**src/rtl/vga_vram_scanner.sv**
```systemverilog
// vga_vram_scanner: VGA raster timing plus 1bpp RGB VRAM fetch, upscaled by SCALE, with tear-free image select.
module vga_vram_scanner #(
  parameter int CLK_DIV   = 4,
  parameter int H_VISIBLE = 640,
  parameter int H_FRONT   = 16,
  parameter int H_SYNC    = 96,
  parameter int H_BACK    = 48,
  parameter int V_VISIBLE = 480,
  parameter int V_FRONT   = 10,
  parameter int V_SYNC    = 2,
  parameter int V_BACK    = 33,
  parameter int SCALE     = 5,
  parameter int IMG_W     = 128,
  parameter int IMG_H     = 96
) (
  input  logic        clk,
  input  logic        reset,
  input  logic [1:0]  image_sel,
  input  logic        vram_red,
  input  logic        vram_green,
  input  logic        vram_blue,
  output logic [13:0] vram_addr,
  output logic [1:0]  vram_sel,
  output logic [3:0]  vga_red,
  output logic [3:0]  vga_green,
  output logic [3:0]  vga_blue,
  output logic        vga_hsync,
  output logic        vga_vsync,
  output logic        frame_start
);
  localparam int H_TOTAL = H_VISIBLE + H_FRONT + H_SYNC + H_BACK;
  localparam int V_TOTAL = V_VISIBLE + V_FRONT + V_SYNC + V_BACK;
  localparam int DW = $clog2(CLK_DIV);
  localparam int HW = $clog2(H_TOTAL);
  localparam int VW = $clog2(V_TOTAL);
  localparam int SW = SCALE > 1 ? $clog2(SCALE) : 1;
  localparam int XW = $clog2(IMG_W);
  localparam int YW = IMG_H > 1 ? $clog2(IMG_H) : 1;
  localparam logic [DW-1:0] DIV_LAST   = DW'(CLK_DIV - 1);
  localparam logic [HW-1:0] H_LAST     = HW'(H_TOTAL - 1);
  localparam logic [HW-1:0] H_VIS      = HW'(H_VISIBLE);
  localparam logic [HW-1:0] H_VIS_LAST = HW'(H_VISIBLE - 1);
  localparam logic [HW-1:0] HS_BEG     = HW'(H_VISIBLE + H_FRONT);
  localparam logic [HW-1:0] HS_END     = HW'(H_VISIBLE + H_FRONT + H_SYNC);
  localparam logic [VW-1:0] V_LAST     = VW'(V_TOTAL - 1);
  localparam logic [VW-1:0] V_VIS      = VW'(V_VISIBLE);
  localparam logic [VW-1:0] V_VIS_LAST = VW'(V_VISIBLE - 1);
  localparam logic [VW-1:0] VS_BEG     = VW'(V_VISIBLE + V_FRONT);
  localparam logic [VW-1:0] VS_END     = VW'(V_VISIBLE + V_FRONT + V_SYNC);
  localparam logic [SW-1:0] SUB_LAST   = SW'(SCALE - 1);
  logic [DW-1:0] div;
  logic [HW-1:0] h;
  logic [VW-1:0] v;
  logic [SW-1:0] hsub, vsub;
  logic [XW-1:0] hpix;
  logic [YW-1:0] vrow;
  logic          active_d, hs_d, vs_d;
  logic          pix_tick, h_wrap, v_wrap, visible, h_clr, v_clr, sample_sel;
  logic [SW-1:0] hsub_n, vsub_n;
  logic [XW-1:0] hpix_n;
  logic [YW-1:0] vrow_n;
  always_comb begin
    pix_tick    = div == DIV_LAST;
    h_wrap      = h == H_LAST;
    v_wrap      = v == V_LAST;
    visible     = h < H_VIS && v < V_VIS;
    frame_start = pix_tick && h == '0 && v == '0;
    sample_sel  = h == '0 && v == V_VIS;
    // scale counters describe the pixel the raster counters move to next
    h_clr  = h_wrap || h >= H_VIS_LAST;
    hsub_n = h_clr || hsub == SUB_LAST ? '0 : hsub + 1'b1;
    hpix_n = h_clr ? '0 : hsub == SUB_LAST ? hpix + 1'b1 : hpix;
    v_clr  = v_wrap || v >= V_VIS_LAST;
    vsub_n = !h_wrap ? vsub : v_clr || vsub == SUB_LAST ? '0 : vsub + 1'b1;
    vrow_n = !h_wrap ? vrow : v_clr ? '0 : vsub == SUB_LAST ? vrow + 1'b1 : vrow;
  end
  always_ff @(posedge clk) begin
    if (reset) begin
      div       <= '0;
      h         <= '0;
      v         <= '0;
      hsub      <= '0;
      hpix      <= '0;
      vsub      <= '0;
      vrow      <= '0;
      vram_addr <= '0;
      vram_sel  <= '0;
      active_d  <= 1'b0;
      hs_d      <= 1'b1;
      vs_d      <= 1'b1;
      vga_red   <= '0;
      vga_green <= '0;
      vga_blue  <= '0;
      vga_hsync <= 1'b1;
      vga_vsync <= 1'b1;
    end else begin
      div <= pix_tick ? '0 : div + 1'b1;
      if (pix_tick) begin
        h         <= h_wrap ? '0 : h + 1'b1;
        v         <= !h_wrap ? v : v_wrap ? '0 : v + 1'b1;
        hsub      <= hsub_n;
        hpix      <= hpix_n;
        vsub      <= vsub_n;
        vrow      <= vrow_n;
        vram_addr <= visible ? 14'({vrow, hpix}) : '0;
        vram_sel  <= sample_sel ? image_sel : vram_sel;
        active_d  <= visible;
        hs_d      <= !(h >= HS_BEG && h < HS_END);
        vs_d      <= !(v >= VS_BEG && v < VS_END);
        // BRAM data for the address issued last tick is settled by now
        vga_red   <= {4{vram_red & active_d}};
        vga_green <= {4{vram_green & active_d}};
        vga_blue  <= {4{vram_blue & active_d}};
        vga_hsync <= hs_d;
        vga_vsync <= vs_d;
      end
    end
  end
endmodule

```
**config.mk**
```make
export PLATFORM = sky130hd
export DESIGN_NAME = vga_vram_scanner
export DESIGN_NICKNAME = d
export VERILOG_FILES = /design/src/rtl/vga_vram_scanner.sv
export SDC_FILE = /design/constraint.sdc
export NUM_CORES = 1
export LEC_CHECK = 0
export BUFFER_PORTS_ARGS = -buffer_cell sky130_fd_sc_hd__buf_4
export CORE_MARGIN = 1.5
export CORE_UTILIZATION = 60
export CTS_CLUSTER_SIZE = 24
export DETAILED_ROUTE_END_ITERATION = 6
export GPL_ROUTABILITY_DRIVEN = 0
export PLACE_DENSITY = 0.82
export SYNTH_ARGS = -nofsm -noshare
export SYNTH_HDL_FRONTEND = slang
export SYNTH_SLANG_ARGS = --single-unit
```
**constraint.sdc**
```tcl
create_clock -name clk -period 3.8 [get_ports clk]
set_clock_uncertainty 0.1 [all_clocks]
set_input_delay 0 -clock clk [delete_from_list [all_inputs] [get_ports clk]]
set_output_delay 0 -clock clk [all_outputs]
set_load 0.02 [all_outputs]
```
==> metrics.md, run 1 <==
| Metric | Value |
|---|---|
| Max_cap viols | 0 |
| Max-slew violations | 0 |
| Worst r2r src | div[0]$_SDFF_PP0_ |
| GR Overflow Total | 0 |
| DR pass1 iterations | 5 |
| DRT antenna net count | 0 |
| Fin crit period | between 2 and 3 ns |
| # IOs | 38 |
| CTS root buf | clkbuf_8 |
| CTS Sinks | between 60 and 70 |
| FILL cells | 389 |
| Post-Syn Nets | 379 |
| Final hold violations | 0 |
| Initial antenna violation count | 0 |
| Top-area cell type share of the netlist area | 0.422 |
| Top sig layer | met4 |
| Avg Inst Size Synth | 8.66 sq um |
| CP max FO | 21 |
| Final #Nets | 407 |
| Post-route cell area | between 3000 and 4000 sq um |
| EDFF count, synth | 0 |
| CTS Buf Count | 9 |
| Pre-CTS WS | 1.06 ns |
| # diodes | 0 |
| Vias/cell | 6.14 |
| FMAX | 351 MHz |
| Cells after Synth | roughly 360 |
| Post-synthesis sequential area ratio | 0.422 |
| Global-route wire length before repair | 11300 um |
| Met2 wire len | 3300 um |
| Most used DFF post-synth | dfxtp_1 |
| CTS tree | done |
| Register-to-Register Path Depth | 5 |
| Wirelength per Cell | 15.6 um |
| Unrepaired setup endpoints after global routing | false |
| Top post-synthesis cells by area | dfxtp_1 42%, nand3_1 4.5%, ha_1 4.4% |
| Total track usage | 0.266 |
| Total number of vias | 2842 |
| Post-layout util | 0.721 |
| Met1 Routed Length | 3330 um |
| CP arrival | 2.94 ns |
| Setup ws final | 0.951 ns |
| Critical Path Sink | vrow[0]$_SDFFE_PP0P_ |
| Unique masters post-synth | 48 |
| Cell taking the most area after synthesis | dfxtp_1 |
| Status | completed |
| Die footprint | 5660 sq um |
| Hold Slack | between 0.3 and 0.4 ns |
| Period utilization | 0.750 |
| Post-Route WL | roughly 7200 um |
| Crit path from | div[0]$_SDFF_PP0_ |
| Worst-Skew Late Latency | ~0.34 ns |
| Vias in the first global route | 2454 |
| Synth cell count leaders | 66 x dfxtp_1, 28 x nand3_1, 27 x a21oi_1, 24 x nand2_1, 21 x clkbuf_1 |
| FF-to-FF setup slack | between 0.9 and 1 ns |
| Synth-to-layout area growth | 17.0% |
| Critical path type | reg2reg |
| Die height | 75.2 um |
| Worst hold path class | reg2reg |
| Ys Warns | 0 |
| Initial drt markers | 241 |
| Met3 wire len | 409 um |
| Setup TNS | 0 ns |
| Area after DPL | 3350 sq um |
| DRC errors left | 0 |
| Die width | roughly 75 um |
| R2R Path End | vrow[0]$_SDFFE_PP0P_ |
| Starting density of the core | 0.616 |
| Leak | between 1 and 1.5 nW |
| Setup violators final | 0 |
| Port bufs | 37 |
| Top-count cell post-synth | dfxtp_1 |
| Clk buf depth | 2 |
| Row count | 26 |
| Core ar. | 5070 sq um |
| Post-DP HPWL | 4720 um |
| CP startpoint kind | flip-flop |
| Peak supply drop | ~270 uV |
| Nature of the critical path endpoint | flip-flop |
| Fraction of layout cells with a size suffix above 1 | 0.145 |
| CTS H-tree depth | 3 |
| Synth async-reset ratio | 0 |
| Relative slew slack | 0.323 |
| #FFs+latches synth | 66 |
| Power density cells | 377 nW/um^2 |
| Syn Std Cell Area | approximately 3100 sq um |
| Largest net degree at the start of global routing | 30 |
| Worst-Margin Slew | 1.02 ns |
| Clk slew on worst S/H paths | around 0.06 ns |
| Req. time, crit path | 3.89 ns |
-- cell type report --
cell class,count,area [sq um],share of cell area
clock inverters,2,35.0,0.00957
multi-input cells,250,1600,0.438
inverters,13,48.8,0.0133
clock buffers,13,169,0.0462
flip-flops and latches,66,1320,0.361
repair buffers,49,395,0.108
well taps,70,87.6,0.0239
-- worst min path at each step --
| stage | startpoint | cells past startpoint | end | slack (ns) |
|---|---|---|---|---|
| finish | div[0]$_SDFF_PP0_ | 1 | div[0]$_SDFF_PP0_ | 0.33 |
| global route | div[0]$_SDFF_PP0_ | 1 | div[0]$_SDFF_PP0_ | 0.35 |
| CTS | div[0]$_SDFF_PP0_ | 1 | div[0]$_SDFF_PP0_ | 0.34 |
| detailed placement | image_sel[1] | 3 | vram_sel[1]$_SDFFE_PP0P_ | 0.18 |
| global placement | image_sel[0] | 3 | vram_sel[0]$_SDFFE_PP0P_ | 0.17 |
| floorplan | image_sel[0] | 2 | vram_sel[0]$_SDFFE_PP0P_ | 0.05 |
-- worst max-delay path, stage by stage (launching register included) --
cell     delay [ns]
dfxtp_1        0.34
ha_1           0.17
nor3b_1        0.54
nand3_1        0.68
o21ai_0        0.77
a21oi_1        0.10
-- cells by family (layout without fill, tap and decap cells) --
logic type                 Yosys count  count (layout)  share of synthesized area
buffers and inverters               45              77                     0.0652
muxes                                2               2                    0.00640
and+or+nand+nor                    141             141                      0.252
AOI/OAI and AO/OA                   84              84                      0.176
DFF                                 66              66                      0.422
xor gates and xnor gates            12              12                     0.0336
adders and majority gates           11              11                     0.0440
-- sequential cells by signal, indices dropped and copies added (netlist names), 2 cells and up --
name,flops
vrow,7
hsub,3
hpix,7
vram_addr,14
h,10
div,2
v,10
vram_sel,2
vsub,3
-- what timing repair did --
action	in CTS	in global routing
resized for setup	0	0
hold endpoints to repair	20	0
setup buffers	0	0
hold buffers	11	0
-- power by group --
group          total, mW  switching [mW]  leakage (nW)  internal [mW]
Sequential         0.709         0.00842         0.533          0.701
Combinational     0.0677          0.0415         0.735         0.0262
Clock              0.602           0.249         0.106          0.352
Total               1.38           0.299          1.37           1.08
-- per-stage QoR --
step,power (mW),std cells
floorplan,0.767,361
global placement,0.785,437
detailed placement,0.786,437
CTS,1.38,463
global route,1.42,463
finish,1.38,463
-- layout by cell type (no fill, tap or decap), types with 4 or more instances in the layout --
| cell | Yosys | final |
|---|---|---|
| dfxtp_1 | 66 | 66 |
| buf_4 | 9 | 38 |
| nand3_1 | 28 | 28 |
| a21oi_1 | 27 | 27 |
| nand2_1 | 24 | 24 |
| nor2_1 | 20 | 20 |
| a22o_1 | 14 | 14 |
| inv_1 | 13 | 13 |
| nand4_1 | 12 | 12 |
| o21ai_0 | 12 | 12 |
| clkbuf_8 | 0 | 12 |
| or4_1 | 11 | 11 |
| ha_1 | 11 | 11 |
| dlygate4sd3_1 | 0 | 11 |
| o31ai_1 | 10 | 10 |
| nor3_1 | 7 | 7 |
| xnor2_1 | 7 | 7 |
| or3_1 | 6 | 6 |
| nor4_1 | 5 | 5 |
| and4_1 | 5 | 5 |
| xor2_1 | 5 | 5 |
| a31oi_1 | 5 | 5 |
| and3_1 | 4 | 4 |
-- metal layers --
metal / track usage / vias up
met5: 0 / -
met2: 0.410 / 99
li1: - / 1385
met1: 0.347 / 1338
met3: 0.0576 / 20
met4: 0.145 / 0
No activity file was read; power rests on OpenSTA's default activity.
==> run 2, diff against run 1 <==
--- a/config.mk
+++ b/config.mk
@@ -5,13 +5,14 @@
 export SDC_FILE = /design/constraint.sdc
 export NUM_CORES = 1
 export LEC_CHECK = 0
+export ABC_AREA = 1
 export BUFFER_PORTS_ARGS = -buffer_cell sky130_fd_sc_hd__buf_4
 export CORE_MARGIN = 1.5
-export CORE_UTILIZATION = 60
+export CORE_UTILIZATION = 58
 export CTS_CLUSTER_SIZE = 24
 export DETAILED_ROUTE_END_ITERATION = 6
 export GPL_ROUTABILITY_DRIVEN = 0
-export PLACE_DENSITY = 0.82
+export PLACE_DENSITY = 0.79
 export SYNTH_ARGS = -nofsm -noshare
 export SYNTH_HDL_FRONTEND = slang
 export SYNTH_SLANG_ARGS = --single-unit
==> constraint.sdc (replaced) <==
create_clock -name clk -period 2.7 [get_ports clk]
set_clock_uncertainty 0.1 [all_clocks]
set_input_delay 0 -clock clk [delete_from_list [all_inputs] [get_ports clk]]
set_output_delay 0 -clock clk [all_outputs]
set_load 0.02 [all_outputs]
==> metrics.md, run 2 <==
| Metric | Value |
|---|---|
| Status | completed |
| Final non-filler cell total | 584 (+26%) |
| Number of flip-flops in the largest register | 14 (unchanged) |
| CP max FO | 19 (-9.5%) |
| Setup ws final | 0.789 ns (-0.162 ns) |
| Top post-synthesis cells by area | dfxtp_1 40%, nand2_1 11%, nor2_1 8.3% |
| Fin crit period | between 1.5 and 2 ns |
| Relative slew slack | 0.662 (+0.339) |
| Area after DPL | 3580 sq um (+7.1%) |
| Post-Syn Nets | 486 (+28%) |
| # IOs | 38 (unchanged) |
| Largest net degree at the start of global routing | 21 (-30%) |
| Synth cell count leaders | 93 x nand2_1, 73 x nor2_1, 66 x dfxtp_1, 60 x inv_1, 30 x nand3_1 |
| Die width | 78.6 um (+4.5%) |
| Worst hold path class | in2reg |
| Synth Area in Adders | 0.0415 (-0.00246) |
| Reg with most FFs | vram_addr |
| Worst-Margin Slew | 0.506 ns (-0.510 ns) |
| Post-route cell area | 3870 sq um (+5.7%) |
| Most used DFF post-synth | dfxtp_1 |
| Avg Inst Size Synth | 7.08 sq um (-18%) |
| Power density cells | 520 nW/um^2 (+38%) |
| CTS Buf Count | 9 (unchanged) |
| Leak | 1.67 nW (+22%) |
| Compound-Gate Fraction of Synth Area | 0.101 (-0.0752) |
| Starting density of the core | 0.602 (-0.0147) |
| Ys Warns | 0 (unchanged) |
| Worst-Skew Late Latency | 0.35 ns (about the same) |
| DRT antenna net count | 0 (unchanged) |
| Xor/xnor share of the synthesized area | 0.0132 (-0.0204) |
| Setup TNS | 0 ns (unchanged) |
| Port bufs | 37 (unchanged) |
| Core ar. | 5510 sq um (+8.5%) |
| Period utilization | 0.708 |
| Cell taking the most area after synthesis | dfxtp_1 |
| Synth-to-layout area growth | 16.8% |
| Vias/cell | 5.22 (-15%) |
| Commonest non-fill, non-tap cell in the layout | nand2_1 |
| Post-Route WL | 7270 um (+0.47%) |
| Fraction of layout cells with a size suffix above 1 | 0.166 (+0.0210) |
| Max-slew violations | 0 (unchanged) |
| Post-DP HPWL | 5080 um (+7.5%) |
| Simple logic cell fraction of the synthesized area | 0.334 (+0.0814) |
| FILL cells | 463 (+19%) |
| Wirelength per Cell | 12.4 um (-20%) |
| # diodes | 0 (unchanged) |
| Global-route wire length before repair | 12500 um (+11%) |
| Max_cap viols | 0 (unchanged) |
| Unrepaired setup endpoints after global routing | false |
| Total track usage | 0.259 (-0.00686) |
| DRC errors left | 0 (unchanged) |
| Pre-CTS WS | 0.846 ns (-0.214 ns) |
| CTS Sinks | 66 (unchanged) |
| Largest family of logic cells by synthesized area | simple AND/OR/NAND/NOR gates |
| Top-area cell type share of the netlist area | 0.399 (-0.0236) |
| Postcts setup bufs | 0 (unchanged) |
| Synth async-reset ratio | 0 (unchanged) |
| Initial antenna violation count | 0 (unchanged) |
| Cells after Synth | 468 (+30%) |
| EDFF count, synth | 0 (unchanged) |
| Final #Nets | 525 (+29%) |
| Clk buf depth | 2 (unchanged) |
| Post-synthesis sequential area ratio | 0.399 (-0.0236) |
| Peak supply drop | 300 uV (+13%) |
| Hold Slack | 0.327 ns (-0.00632 ns) |
| Vias in the first global route | 2821 (+15%) |
| Total number of vias | 3049 (+7.3%) |
| GR Overflow Total | 0 (unchanged) |
| CP startpoint kind | input pin |
| Multiplexer share of the synthesized area | 0 (-0.00640) |
| Setup violators final | 0 (unchanged) |
| Clk slew on worst S/H paths | 0.07 ns (about the same) |
| FMAX | 523 MHz |
| Die footprint | 6170 sq um (+9.2%) |
| Final hold violations | 0 (unchanged) |
| CTS tree | done |
| Critical path type | in2reg |
| DR pass1 iterations | 4 (-1) |
| Top flop regs | vram_addr x14, h x10, v x10 |
| Syn Std Cell Area | 3310 sq um (+5.9%) |
| Initial drt markers | 147 (-39%) |
| CTS H-tree depth | 3 (unchanged) |
| #FFs+latches synth | 66 (unchanged) |
| Req. time, crit path | 2.86 ns (-1.03 ns) |
| CTS-repair resized insts | 0 (unchanged) |
| Tot Pwr | 2.01 mW (+46%) |
| CP arrival | 2.07 ns (-0.87 ns) |
| Unique masters post-synth | 36 (-25%) |
| Post-layout util | 0.703 (-0.0186) |
| Row count | 27 (+3.8%) |
| Most frequent cells in the layout | 93 x nand2_1, 73 x nor2_1, 66 x dfxtp_1 |
| Post-CTS Hold Buffers | 6 (-5) |
| Die height | 78.6 um (+4.5%) |
| Nature of the critical path endpoint | flip-flop |
| Top-count cell post-synth | nand2_1 |
| CTS root buf | clkbuf_8 |
| Cell count after placement | 562 (+29%) |
[run 2: cell types whose count changed after synthesis, moves of 14 or more]
cell	change
clkbuf_1	-18
nand2_1	+69
inv_1	+47
nor2_1	+53
a22o_1	-14
[run 2: worst paths after layout]
kind / startpoint / slack (ns) / end / cells after the start
setup / recovery: reset / 0.79 / vram_addr[3]$_SDFFE_PP0P_ / 7
hold / removal: image_sel[0] / 0.33 / vram_sel[0]$_SDFFE_PP0P_ / 4
setup reg to reg: div[0]$_SDFF_PP0_ / 0.83 / vram_addr[3]$_SDFFE_PP0P_ / 5
hold reg to reg: div[0]$_SDFF_PP0_ / 0.33 / div[0]$_SDFF_PP0_ / 1
[run 2: area by class of cell]
cell class                 count  area (sq um)  area share
multi-input combinational    317          1620       0.419
sequential                    66          1320       0.342
timing repair buffer          45           353      0.0912
inverter                      68           256      0.0663
clock buffer                  10           138      0.0356
tap                           72          90.1      0.0233
clock inverter                 6          88.8      0.0230
[run 2: per-layer routing]
metal / track usage / up-vias / wire length [um]
li1: - / 1561 / -
met1: 0.310 / 1392 / 3320
met2: 0.429 / 74 / 3400
met3: 0.0453 / 22 / 314
met4: 0.155 / 0 / 227
met5: 0 / - / 0
[run 2: report_power, final]
group	leakage, nW	internal (mW)	switching [mW]
logic	1.03	0.0303	0.0525
clock network	0.109	0.546	0.397
registers	0.532	0.980	0.00528
total	1.67	1.56	0.454
[run 2: critical path, cell delays in order]
cell and delay (ns):
dlygate4sd3_1 0.54, buf_4 0.19, inv_2 0.31, nand2_1 0.18
nor2_1 0.15, nand3_1 0.38, o21ai_0 0.32
[run 2: logic make-up (layout without fill, tap and decap cells)]
group / after synthesis / count (layout)
DFF: 66 / 66
xor gates and xnor gates: 5 / 5
adders and majority gates: 11 / 11
AOI/OAI and AO/OA: 62 / 62
buffers and inverters: 85 / 129
and+or+nand+nor: 239 / 239
==> run 3, diff against run 2 <==
--- a/config.mk
+++ b/config.mk
@@ -5,14 +5,14 @@
 export SDC_FILE = /design/constraint.sdc
 export NUM_CORES = 1
 export LEC_CHECK = 0
-export ABC_AREA = 1
+export ABC_AREA = 0
 export BUFFER_PORTS_ARGS = -buffer_cell sky130_fd_sc_hd__buf_4
 export CORE_MARGIN = 1.5
-export CORE_UTILIZATION = 58
+export CORE_UTILIZATION = 57
 export CTS_CLUSTER_SIZE = 24
 export DETAILED_ROUTE_END_ITERATION = 6
 export GPL_ROUTABILITY_DRIVEN = 0
-export PLACE_DENSITY = 0.79
+export PLACE_DENSITY = 0.78
 export SYNTH_ARGS = -nofsm -noshare
 export SYNTH_HDL_FRONTEND = slang
 export SYNTH_SLANG_ARGS = --single-unit
==> constraint.sdc (replaced) <==
create_clock -name clk -period 1.9 [get_ports clk]
set_clock_uncertainty 0.1 [all_clocks]
set_input_delay 0 -clock clk [delete_from_list [all_inputs] [get_ports clk]]
set_output_delay 0 -clock clk [all_outputs]
set_load 0.02 [all_outputs]
==> metrics.md, run 3 (synthesized netlist as in run 1, its figures left out) <==
| Metric | Value |
|---|---|
| Setup TNS | -0.547 ns (-0.547 ns) |
| CP max FO | 6 (-13) |
| Max-slew violations | 0 (unchanged) |
| Clk slew on worst S/H paths | 0.07 ns (about the same) |
| Crit-path cells | ha_4 -> or3b_4 -> or4_4 -> or4_4 -> a21oi_2 |
| Die height | 77.1 um (-1.9%) |
| Fin crit period | a little over 2 ns |
| Clk buf depth | 2 (unchanged) |
| Failing checks | setup timing |
| Hold depth | 1 (-3) |
| Initial antenna violation count | 0 (unchanged) |
| Worst stage delay on the critical path | 0.46 ns (-0.08 ns) |
| Initial drt markers | 229 (+56%) |
| Post-Route WL | 8850 um (+22%) |
| Crit path max-delay cell type | or4_4 |
| Peak supply drop | 419 uV (+40%) |
| Total track usage | 0.283 (+0.0245) |
| Sequential Power Share | 0.469 (-0.021) |
| Status | complete, but fails checks |
| CTS tree | done |
| Commonest non-fill, non-tap cell in the layout | buf_4 |
| Row count | 26 (-3.7%) |
| Most frequent cells in the layout | 80 x buf_4, 60 x dfxtp_1, 27 x nand3_1 |
| Largest net degree at the start of global routing | 30 (+43%) |
| Total number of vias | 3138 (+2.9%) |
| Worst-Margin Slew | 0.488 ns (-0.0180 ns) |
| DRT antenna net count | 0 (unchanged) |
| Worst hold path class | reg2reg |
| Port bufs | 37 (unchanged) |
| Critical path type | reg2reg |
| Top flop regs | vram_addr x14, h x10, v x10 |
| Clock group share of total power | 0.469 (about the same) |
| Cell count after placement | 476 (-15%) |
| CTS H-tree depth | 3 (unchanged) |
| # IOs | 38 (unchanged) |
| Register-to-Register Path Depth | 5 (unchanged) |
| # diodes | 0 (unchanged) |
| Max_cap viols | 0 (unchanged) |
| Internal | 2.37 mW (+52%) |
| Fraction of layout cells with a size suffix above 1 | 0.313 (+0.147) |
| CP arrival | 2.21 ns (+0.14 ns) |
| Number of flip-flops in the largest register | 14 (unchanged) |
| Sw Ratio | 0.217 (-0.00894) |
| Starting density of the core | 0.601 (-0.000720) |
| DRC errors left | 0 (unchanged) |
| Met1 Routed Length | 3790 um (+14%) |
| Setup ws final | -0.135 ns (-0.925 ns) |
| Unrepaired setup endpoints after global routing | true |
| Vias/cell | 6.21 (+19%) |
| CP startpoint kind | flip-flop |
| Reg with most FFs | vram_addr |
| Top sig layer | met4 |
| Period utilization | 1.07 |
| Hold Slack | 0.339 ns (+0.0114 ns) |
| Tot Pwr | 3.03 mW (+51%) |
| DR pass1 iterations | 5 (+1) |
| Synth-to-layout area growth | 33.4% |
| CTS Sinks | 66 (unchanged) |
| FMAX | 491 MHz |
| Post-DP HPWL | 5510 um (+8.5%) |
| FILL cells | 340 (-27%) |
| Met3 wire len | 487 um (+55%) |
| Wirelength per Cell | 17.5 um (+41%) |
| GR Overflow Total | 0 (unchanged) |
| Nature of the critical path endpoint | flip-flop |
| Combinational power share | 0.062 (+0.021) |
| Met2 wire len | 4380 um (+29%) |
| Die width | 77.1 um (-1.9%) |
| Cell repeated most along the worst path | or4_4 |
| Relative slew slack | 0.673 (+0.0110) |
| Leak | 1.61 nW (-3.9%) |
| Final #Nets | 448 (-15%) |
| Power density cells | 726 nW/um^2 (+40%) |
| CTS root buf | clkbuf_8 |
| Req. time, crit path | 2.08 ns (-0.78 ns) |
| Sw Pwr | 657 uW (+45%) |
| Vias in the first global route | 2867 (+1.6%) |
| Setup violators final | 12 (+12) |
| Global-route wire length before repair | 13300 um (+6.9%) |
| Final non-filler cell total | 505 (-14%) |
| CTS Buf Count | 9 (unchanged) |
| Worst-Skew Late Latency | 0.35 ns (about the same) |
| Die footprint | 5940 sq um (-3.8%) |
| Core ar. | 5200 sq um (-5.5%) |
| Final hold violations | 0 (unchanged) |
-- run 3: cell count changes in the layout (fill, tap and decap cells not counted), sizes merged, moves of 7 or more --
cell | before | now
o31ai | 2 | 10
buf | 39 | 83
a21oi | 20 | 27
nor2 | 79 | 20
or4 | 0 | 12
inv | 67 | 13
a22o | 0 | 14
o21ai | 35 | 13
nand2 | 102 | 24
-- run 3: timing repair --
action / 4_1_cts / 5_1_grt
hold buffers: 6 / 0
cloned: 0 / 1
endpoints found under the setup margin: 26 / 31
resized for setup: 7 / 30
endpoints found under the hold margin: 20 / 0
setup buffers: 3 / 3
pin swaps: 3 / 8
-- run 3: path summary, 6_finish.rpt --
| kind | to | startpoint | slack, ns |
|---|---|---|---|
| max | v[9]$_SDFFE_PP0P_ | div[0]$_SDFF_PP0_ | -0.14 |
| min | div[0]$_SDFF_PP0_ | div[0]$_SDFF_PP0_ | 0.34 |
| max reg2reg | v[9]$_SDFFE_PP0P_ | div[0]$_SDFF_PP0_ | -0.14 |
| min reg2reg | div[0]$_SDFF_PP0_ | div[0]$_SDFF_PP0_ | 0.34 |
-- run 3: cell type report --
| cell class | instances | area, sq um | area share |
|---|---|---|---|
| Inverter | 13 | 53.8 | 0.0129 |
| Clock inverter | 3 | 68.8 | 0.0165 |
| Clock buffer | 13 | 179 | 0.0429 |
| Sequential cell | 66 | 1330 | 0.320 |
| Tap cell | 70 | 87.6 | 0.0210 |
| Timing Repair Buffer | 89 | 694 | 0.166 |
| Multi-Input combinational cell | 251 | 1760 | 0.421 |
-- run 3: layer usage --
| layer | vias up | global-route usage |
|---|---|---|
| li1 | 1469 | - |
| met1 | 1512 | 0.348 |
| met2 | 134 | 0.466 |
| met3 | 23 | 0.0738 |
| met4 | 0 | 0.124 |
| met5 | - | 0 |
-- run 3: metrics by stage --
step	setup slack, ns	utilization	cell area (sq um)
floorplan	-0.0568	-	3170
global placement	-0.0573	0.706	3670
detailed placement	-0.101	0.706	3670
CTS	-0.128	0.775	4030
global route	-0.201	0.802	4170
finish	-0.135	0.802	4170
-- run 3: critical path, delay by kind of cell (launching register included) --
kind,cells,cell delay (ns)
compound gates,1,0.12
fa+ha+maj,1,0.13
flops,1,0.35
simple gates,3,1.27
-- run 3: power groups by stage --
stage / clock, mW / combinational (mW) / sequential [mW]
global route: 1.49 / 0.206 / 1.42
detailed placement: 0 / 0.154 / 1.45
floorplan: 0 / 0.0891 / 1.45
finish: 1.42 / 0.189 / 1.42
CTS: 1.44 / 0.172 / 1.42
global placement: 0 / 0.150 / 1.45
